`src/rtl/apb_pkg.sv`:
```
// apb_pkg: shared controller state encoding and APB response codes
package apb_pkg;
    typedef enum logic [1:0] {IDLE, ADDRESS, DATA, RESP} state_t;
    localparam logic [1:0] RESP_OKAY   = 2'd0;
    localparam logic [1:0] RESP_SLVERR = 2'd2;
    localparam logic [1:0] RESP_DECERR = 2'd3;
endpackage

```
`src/rtl/apb_master_ctrl_if.sv`:
```
// apb_master_ctrl_if: request/response handshake plus APB completer bus
interface apb_master_ctrl_if #(
    parameter int NUM_SLAVES = 4,
    parameter int ADDR_W     = 32,
    parameter int DATA_W     = 32
);
    logic                         req_valid;
    logic                         req_ready;
    logic [ADDR_W-1:0]            req_addr;
    logic                         req_write;
    logic [DATA_W-1:0]            req_wdata;
    logic [DATA_W/8-1:0]          req_strb;
    logic [2:0]                   req_prot;
    logic                         rsp_valid;
    logic                         rsp_ready;
    logic [DATA_W-1:0]            rsp_rdata;
    logic [1:0]                   rsp_resp;
    logic                         rsp_timeout;
    logic                         p_clk_en;
    logic [NUM_SLAVES-1:0]        p_sel;
    logic                         p_enable;
    logic [ADDR_W-1:0]            p_addr;
    logic                         p_write;
    logic [DATA_W-1:0]            p_wdata;
    logic [DATA_W/8-1:0]          p_strb;
    logic [2:0]                   p_prot;
    logic [NUM_SLAVES-1:0]        p_ready;
    logic [NUM_SLAVES*DATA_W-1:0] p_rdata;
    logic [NUM_SLAVES-1:0]        p_slverr;

    modport master (
        input  req_valid, req_addr, req_write, req_wdata, req_strb, req_prot, rsp_ready,
               p_clk_en, p_ready, p_rdata, p_slverr,
        output req_ready, rsp_valid, rsp_rdata, rsp_resp, rsp_timeout,
               p_sel, p_enable, p_addr, p_write, p_wdata, p_strb, p_prot
    );

    modport slave (
        output req_valid, req_addr, req_write, req_wdata, req_strb, req_prot, rsp_ready,
               p_clk_en, p_ready, p_rdata, p_slverr,
        input  req_ready, rsp_valid, rsp_rdata, rsp_resp, rsp_timeout,
               p_sel, p_enable, p_addr, p_write, p_wdata, p_strb, p_prot
    );
endinterface

```
`src/rtl/apb_timeout_counter.sv`:
```
// apb_timeout_counter: counts stalled PCLK ticks and flags the tick that exhausts the budget
module apb_timeout_counter #(
    parameter int TIMEOUT = 16
) (
    input  logic clk,
    input  logic reset,
    input  logic clear,
    input  logic tick,
    input  logic stall,
    output logic expired
);
    localparam int CW = TIMEOUT > 0 ? $clog2(TIMEOUT + 1) : 1;

    logic [CW-1:0] count;

    always_comb expired = (TIMEOUT > 0) && tick && stall && count == CW'(TIMEOUT - 1);

    always_ff @(posedge clk)
        if (reset || clear) count <= '0;
        else if (tick && stall && !expired) count <= count + 1'b1;
endmodule

```
`src/rtl/apb_master_ctrl.sv`:
```
// apb_master_ctrl: single-outstanding request-to-APB bridge with address decode and wait-state timeout
module apb_master_ctrl
    import apb_pkg::*;
#(
    parameter int NUM_SLAVES = 4,
    parameter int ADDR_W     = 32,
    parameter int DATA_W     = 32,
    parameter int SLV_AW     = 12,
    parameter int TIMEOUT    = 16
) (
    input logic                clk,
    input logic                reset,
    apb_master_ctrl_if.master  bus
);
    localparam int IW = NUM_SLAVES > 1 ? $clog2(NUM_SLAVES) : 1;

    state_t            state, state_nx;
    logic [IW-1:0]     idx, dec_idx;
    logic              mapped, sel_ready, sel_slverr, expired;
    logic [DATA_W-1:0] sel_rdata;

    // index and upper bits together must form a number below NUM_SLAVES
    always_comb begin
        mapped     = (bus.req_addr >> SLV_AW) < ADDR_W'(NUM_SLAVES);
        dec_idx    = IW'(bus.req_addr >> SLV_AW);
        sel_ready  = bus.p_ready[idx];
        sel_slverr = bus.p_slverr[idx];
        sel_rdata  = bus.p_rdata[idx*DATA_W +: DATA_W];
    end

    apb_timeout_counter #(.TIMEOUT(TIMEOUT)) u_timeout (
        .clk     (clk),
        .reset   (reset),
        .clear   (state != DATA),
        .tick    (bus.p_clk_en && state == DATA),
        .stall   (!sel_ready),
        .expired (expired)
    );

    always_ff @(posedge clk) state <= reset ? IDLE : state_nx;

    always_comb
        state_nx = state == IDLE    ? (bus.req_valid ? (mapped ? ADDRESS : RESP) : IDLE) :
                   state == ADDRESS ? (bus.p_clk_en ? DATA : ADDRESS) :
                   state == DATA    ? ((bus.p_clk_en && sel_ready) || expired ? RESP : DATA) :
                                      (bus.rsp_ready ? IDLE : RESP);

    always_comb begin
        bus.req_ready = state == IDLE;
        bus.rsp_valid = state == RESP;
        bus.p_enable  = state == DATA;
        bus.p_sel     = (state == ADDRESS || state == DATA) ? NUM_SLAVES'(1) << idx : '0;
    end

    always_ff @(posedge clk) begin
        if (reset) begin
            idx             <= '0;
            bus.p_addr      <= '0;
            bus.p_write     <= 1'b0;
            bus.p_wdata     <= '0;
            bus.p_strb      <= '0;
            bus.p_prot      <= '0;
            bus.rsp_rdata   <= '0;
            bus.rsp_resp    <= RESP_OKAY;
            bus.rsp_timeout <= 1'b0;
        end else if (state == IDLE && bus.req_valid) begin
            idx             <= dec_idx;
            bus.p_addr      <= bus.req_addr;
            bus.p_write     <= bus.req_write;
            bus.p_wdata     <= bus.req_wdata;
            bus.p_strb      <= bus.req_write ? bus.req_strb : '0;
            bus.p_prot      <= bus.req_prot;
            bus.rsp_rdata   <= '0;
            bus.rsp_resp    <= mapped ? RESP_OKAY : RESP_DECERR;
            bus.rsp_timeout <= 1'b0;
        end else if (state == DATA && bus.p_clk_en && sel_ready) begin
            bus.rsp_rdata   <= bus.p_write ? '0 : sel_rdata;
            bus.rsp_resp    <= sel_slverr ? RESP_SLVERR : RESP_OKAY;
            bus.rsp_timeout <= 1'b0;
        end else if (expired) begin
            bus.rsp_rdata   <= '0;
            bus.rsp_resp    <= RESP_SLVERR;
            bus.rsp_timeout <= 1'b1;
        end
    end
endmodule

```
`src/flat_wrapper.sv`:
```
// flat-port wrapper written by rule: the top's interface ports become plain ports
module apb_master_ctrl_flat import apb_pkg::*;
#(
    parameter int NUM_SLAVES = 4,
    parameter int ADDR_W     = 32,
    parameter int DATA_W     = 32,
    parameter int SLV_AW     = 12,
    parameter int TIMEOUT    = 16
)
  (clk, reset, bus_req_valid, bus_req_addr, bus_req_write, bus_req_wdata, bus_req_strb, bus_req_prot, bus_rsp_ready, bus_p_clk_en, bus_p_ready, bus_p_rdata, bus_p_slverr, bus_req_ready, bus_rsp_valid, bus_rsp_rdata, bus_rsp_resp, bus_rsp_timeout, bus_p_sel, bus_p_enable, bus_p_addr, bus_p_write, bus_p_wdata, bus_p_strb, bus_p_prot);
  apb_master_ctrl_if #(.NUM_SLAVES(NUM_SLAVES), .ADDR_W(ADDR_W), .DATA_W(DATA_W)) bus_i ();
  input logic clk;
  input logic reset;
  input wire logic [$bits(bus_i.req_valid)-1:0] bus_req_valid;
  input wire logic [$bits(bus_i.req_addr)-1:0] bus_req_addr;
  input wire logic [$bits(bus_i.req_write)-1:0] bus_req_write;
  input wire logic [$bits(bus_i.req_wdata)-1:0] bus_req_wdata;
  input wire logic [$bits(bus_i.req_strb)-1:0] bus_req_strb;
  input wire logic [$bits(bus_i.req_prot)-1:0] bus_req_prot;
  input wire logic [$bits(bus_i.rsp_ready)-1:0] bus_rsp_ready;
  input wire logic [$bits(bus_i.p_clk_en)-1:0] bus_p_clk_en;
  input wire logic [$bits(bus_i.p_ready)-1:0] bus_p_ready;
  input wire logic [$bits(bus_i.p_rdata)-1:0] bus_p_rdata;
  input wire logic [$bits(bus_i.p_slverr)-1:0] bus_p_slverr;
  output wire logic [$bits(bus_i.req_ready)-1:0] bus_req_ready;
  output wire logic [$bits(bus_i.rsp_valid)-1:0] bus_rsp_valid;
  output wire logic [$bits(bus_i.rsp_rdata)-1:0] bus_rsp_rdata;
  output wire logic [$bits(bus_i.rsp_resp)-1:0] bus_rsp_resp;
  output wire logic [$bits(bus_i.rsp_timeout)-1:0] bus_rsp_timeout;
  output wire logic [$bits(bus_i.p_sel)-1:0] bus_p_sel;
  output wire logic [$bits(bus_i.p_enable)-1:0] bus_p_enable;
  output wire logic [$bits(bus_i.p_addr)-1:0] bus_p_addr;
  output wire logic [$bits(bus_i.p_write)-1:0] bus_p_write;
  output wire logic [$bits(bus_i.p_wdata)-1:0] bus_p_wdata;
  output wire logic [$bits(bus_i.p_strb)-1:0] bus_p_strb;
  output wire logic [$bits(bus_i.p_prot)-1:0] bus_p_prot;
  assign bus_i.req_valid = bus_req_valid;
  assign bus_i.req_addr = bus_req_addr;
  assign bus_i.req_write = bus_req_write;
  assign bus_i.req_wdata = bus_req_wdata;
  assign bus_i.req_strb = bus_req_strb;
  assign bus_i.req_prot = bus_req_prot;
  assign bus_i.rsp_ready = bus_rsp_ready;
  assign bus_i.p_clk_en = bus_p_clk_en;
  assign bus_i.p_ready = bus_p_ready;
  assign bus_i.p_rdata = bus_p_rdata;
  assign bus_i.p_slverr = bus_p_slverr;
  assign bus_req_ready = bus_i.req_ready;
  assign bus_rsp_valid = bus_i.rsp_valid;
  assign bus_rsp_rdata = bus_i.rsp_rdata;
  assign bus_rsp_resp = bus_i.rsp_resp;
  assign bus_rsp_timeout = bus_i.rsp_timeout;
  assign bus_p_sel = bus_i.p_sel;
  assign bus_p_enable = bus_i.p_enable;
  assign bus_p_addr = bus_i.p_addr;
  assign bus_p_write = bus_i.p_write;
  assign bus_p_wdata = bus_i.p_wdata;
  assign bus_p_strb = bus_i.p_strb;
  assign bus_p_prot = bus_i.p_prot;
  apb_master_ctrl #(.NUM_SLAVES(NUM_SLAVES), .ADDR_W(ADDR_W), .DATA_W(DATA_W), .SLV_AW(SLV_AW), .TIMEOUT(TIMEOUT)) u_core (.clk(clk), .reset(reset), .bus(bus_i));
endmodule
```
`config.mk`:
```
export PLATFORM = sky130hd
export DESIGN_NAME = apb_master_ctrl_flat
export DESIGN_NICKNAME = d
export VERILOG_FILES = /design/src/rtl/apb_pkg.sv /design/src/rtl/apb_master_ctrl_if.sv /design/src/rtl/apb_timeout_counter.sv /design/src/rtl/apb_master_ctrl.sv /design/src/flat_wrapper.sv
export SDC_FILE = /design/constraint.sdc
export NUM_CORES = 1
export LEC_CHECK = 0
export BUFFER_PORTS_ARGS = -buffer_cell sky130_fd_sc_hd__buf_2
export CAP_MARGIN = 20
export CORE_AREA = 3 3 125 127
export CTS_BUF_LIST = sky130_fd_sc_hd__clkbuf_4
export DETAILED_ROUTE_END_ITERATION = 8
export DIE_AREA = 0 0 128 130
export PLACE_DENSITY = 0.75
export SYNTH_ARGS = -nofsm -noshare
export SYNTH_HDL_FRONTEND = slang
export SYNTH_SLANG_ARGS = --single-unit
```
`constraint.sdc`:
```
create_clock -name clk -period 3.6 [get_ports clk]
set_input_delay 0.36 -clock clk [delete_from_list [all_inputs] [get_ports clk]]
set_output_delay 0.36 -clock clk [all_outputs]
set_load 0.01 [all_outputs]
```
==> impl_metrics.yaml <==
routing:
  via_per_inst: 4.94
  detail-route-antenna-nets: 0
  drc: 0
  avgRoutedWirePerCell_um: 16.5
  dr.pass1.iters: 4
  drtIter0Drc: 207
  routed_wl_um: 17200
  num_vias: 5133
final_layout:
  final_layout_size_suffix_gt1_frac: 0.474
  design_area_um2: 6960
  final_cell_mix: "buf_2 (326), nand2_1 (142), dfxtp_1 (112)"
  fill_cells: 1438
  layout_commonest_cell: "buf_2"
  nNetsFinal: 1059
  finish.utilization: 0.479
  synthToLayoutAreaGrowth_pct: 42.0
logic_synthesis:
  synth_edf_count: 0
  ys.flop_type: "dfxtp_1"
  ys_ff_latch: 114
  avgSynthCellArea_um2: 9.21
  syn_inst: 532
  yosys-top-cells-area: "dfxtp_1 (47%), mux4_2 (16%), nand2_1 (11%)"
  yosysTopAreaCell: "dfxtp_1"
  syn_area_um2: 4900
  syn_nets: 751
  async_reset_ff_frac: 0
  yosysWarnings: 0
  synth.top_cell.area_share: 0.466
  ys_seq_area_frac: 0.466
  synth.distinct_cells: 32
setup_path:
  rr_worst_depth: 6
  cp_top_family: "buffers and inverters"
  path_buf_inv: 2
  path_cells: "buf_4, and3b_1, buf_2"
  critPathMaxFanout: 39
  critPathKind: "flip-flop to output pin"
  start_kind: "flip-flop"
  slowest_stage: "buf_4"
  crit_required_ns: 3.24
  worstReg2RegEnd: "u_core.bus.rsp_rdata[23]"
  r2r_slack_ns: 1.44
  endpoint_kind: "output pin"
  crit_arrival_ns: 1.81
  max_stage_delay_ns: 0.52
  rr_startpoint: "u_core.u_timeout.count[0]"
clock_network:
  root_buffer: "clkbuf_4"
  cts_resized: 0
  cts_hold_buf: 0
  htree_levels: 4
  clk_pin_slew_ns: 0.11
  cts_setup_buffers: 0
  cts_tree: "yes"
  cts-buffers-inserted: 17
  clock_latency_ns: 0.51
  clock_sinks: 114
  cts.path.max_buffers: 2
power:
  p_sw_frac: 0.314
  p_sw_w: 0.00102
  power.leakage_nw: 3.22
  power.internal_w: 0.00222
  seq_power_share: 0.437
  power_density_nw_per_um2: 466
  peakVddDrop_v: 0.000272
  pwr-share-clk: 0.305
  combPwrFrac: 0.258
placement:
  dp_hpwl_um: 13200
  port_buffers: 326
  gp_congestion: 0.849
  place_area_um2: 6660
job:
  cap_viol_max_count: 0
worst_hold_path:
  min_path_type: "input pin to flip-flop"
  hold_depth: 3
  min_from: "bus_req_wdata[19]"
  holdPathEnd: "u_core.bus.p_wdata[19]"
timing:
  worst_pin_slew_ns: 0.889
  whs_ns: 0.0710
  clock_skew_ns: 0.0141
  setup_violations: 0
  rsz0062_at_grt: "false"
  fin_crit_sh: 0.602
  setup-tns-final_ns: 0
  fmax_mhz: 461
  hold_viol: 0
  relSlewSlack: 0.405
  drv_slew: 0
  finalCriticalPeriod_ns: 2.17
die:
  die_width_um: 128
  io_pins: 327
  rows: 44
  core_area_um2: 14500
  die_h_um: 130
  die_area_um2: 16600
  initial_core_util: 0.337
global_routing:
  grt-ovfl-total: 0
  grt_pass1_wl_um: 25400
  grt_pass1_vias: 4920
  grt_use_total: 0.198
  grt_max_degree: 59
  grt_antenna_before_repair: 4
outcome:
  outcome: "complete, no violations"
-- synth_stat cells (all sizes together), types with 2 or more instances --
cell type	instances
inv	4
nand3	8
nor2	41
nor4	4
mux4	34
a22oi	32
xnor2	3
a211oi	2
dfxtp	114
a21oi	76
nor3	2
o21ai	2
ha	6
nor3b	3
nand2b	3
and3	2
nand2	143
buf	14
clkbuf	30
-- sequential cells by signal, summed over array words and instances (netlist names), 2 cells and up --
signal,flops
u_core.bus.p_wdata,32
u_core.bus.rsp_rdata,32
u_core.bus.p_addr,31
u_core.u_timeout.count,5
u_core.bus.p_strb,4
u_core.bus.p_prot,3
u_core.bus.rsp_resp,2
u_core.state,2
-- kinds of logic after synthesis --
family,synth area share
AND/OR/NAND/NOR,0.176
AO/OA/AOI/OAI,0.140
flip-flops,0.466
buffers and inverters,0.0396
multiplexers,0.158
adder cells (fa/ha/maj),0.0153
XOR/XNOR,0.00536
-- worst reg2reg max path, delay by kind of cell (launching register included) --
kind,cells,cell delay [ns]
flip-flops,1,0.34
adder cells (fa/ha/maj),2,0.46
AND/OR/NAND/NOR,2,0.32
AO/OA/AOI/OAI,2,0.97
-- stage by stage --
step	std cells	total power (W)	setup WS, ns
after floorplan	532	0.00194	1.80
after global placement	1005	0.00228	1.39
after detailed placement	1005	0.00229	1.39
after CTS	1037	0.00329	1.34
after global routing	1040	0.00343	1.22
final	1040	0.00324	1.43
-- worst max path at each step --
stage | from | endpoint | slack, ns | cells after the start
floorplan | u_core.idx[0] | u_core.bus.rsp_rdata[10] | 1.80 | 5
global placement | bus_req_addr[26] | u_core.bus.rsp_resp[1] | 1.39 | 5
detailed placement | bus_p_ready[3] | u_core.bus.rsp_rdata[23] | 1.39 | 5
CTS | u_core.idx[0] | bus_p_sel[2] | 1.34 | 3
global route | u_core.state[0] | u_core.bus.rsp_resp[1] | 1.22 | 6
finish | u_core.idx[0] | bus_p_sel[2] | 1.43 | 3
-- final cells by class --
class | instances | area, um^2 | share of cell area
well taps | 184 | 230 | 0.0331
clock inverters | 12 | 140 | 0.0201
clock buffers | 20 | 150 | 0.0216
flip-flops and latches | 114 | 2280 | 0.328
repair buffers | 333 | 1700 | 0.244
inverters | 4 | 15.0 | 0.00216
multi-input cells | 370 | 2440 | 0.350
diodes | 3 | 7.51 | 0.00108
-- routing by layer --
layer / share of wire / track usage
met5: 0.00076 / 0
met2: 0.50 / 0.339
met3: 0.11 / 0.0733
met4: 0.024 / 0.0805
met1: 0.37 / 0.223
-- power by group through the flow --
stage / Combinational, W / Clock [W] / Sequential (W)
global placement: 0.000837 / 0 / 0.00144
detailed placement: 0.000841 / 0 / 0.00145
CTS: 0.000847 / 0.00102 / 0.00142
finish: 0.000836 / 0.000988 / 0.00142
global route: 0.000926 / 0.00108 / 0.00143
floorplan: 0.000446 / 0 / 0.00149
(Power assumes the default switching activity.)
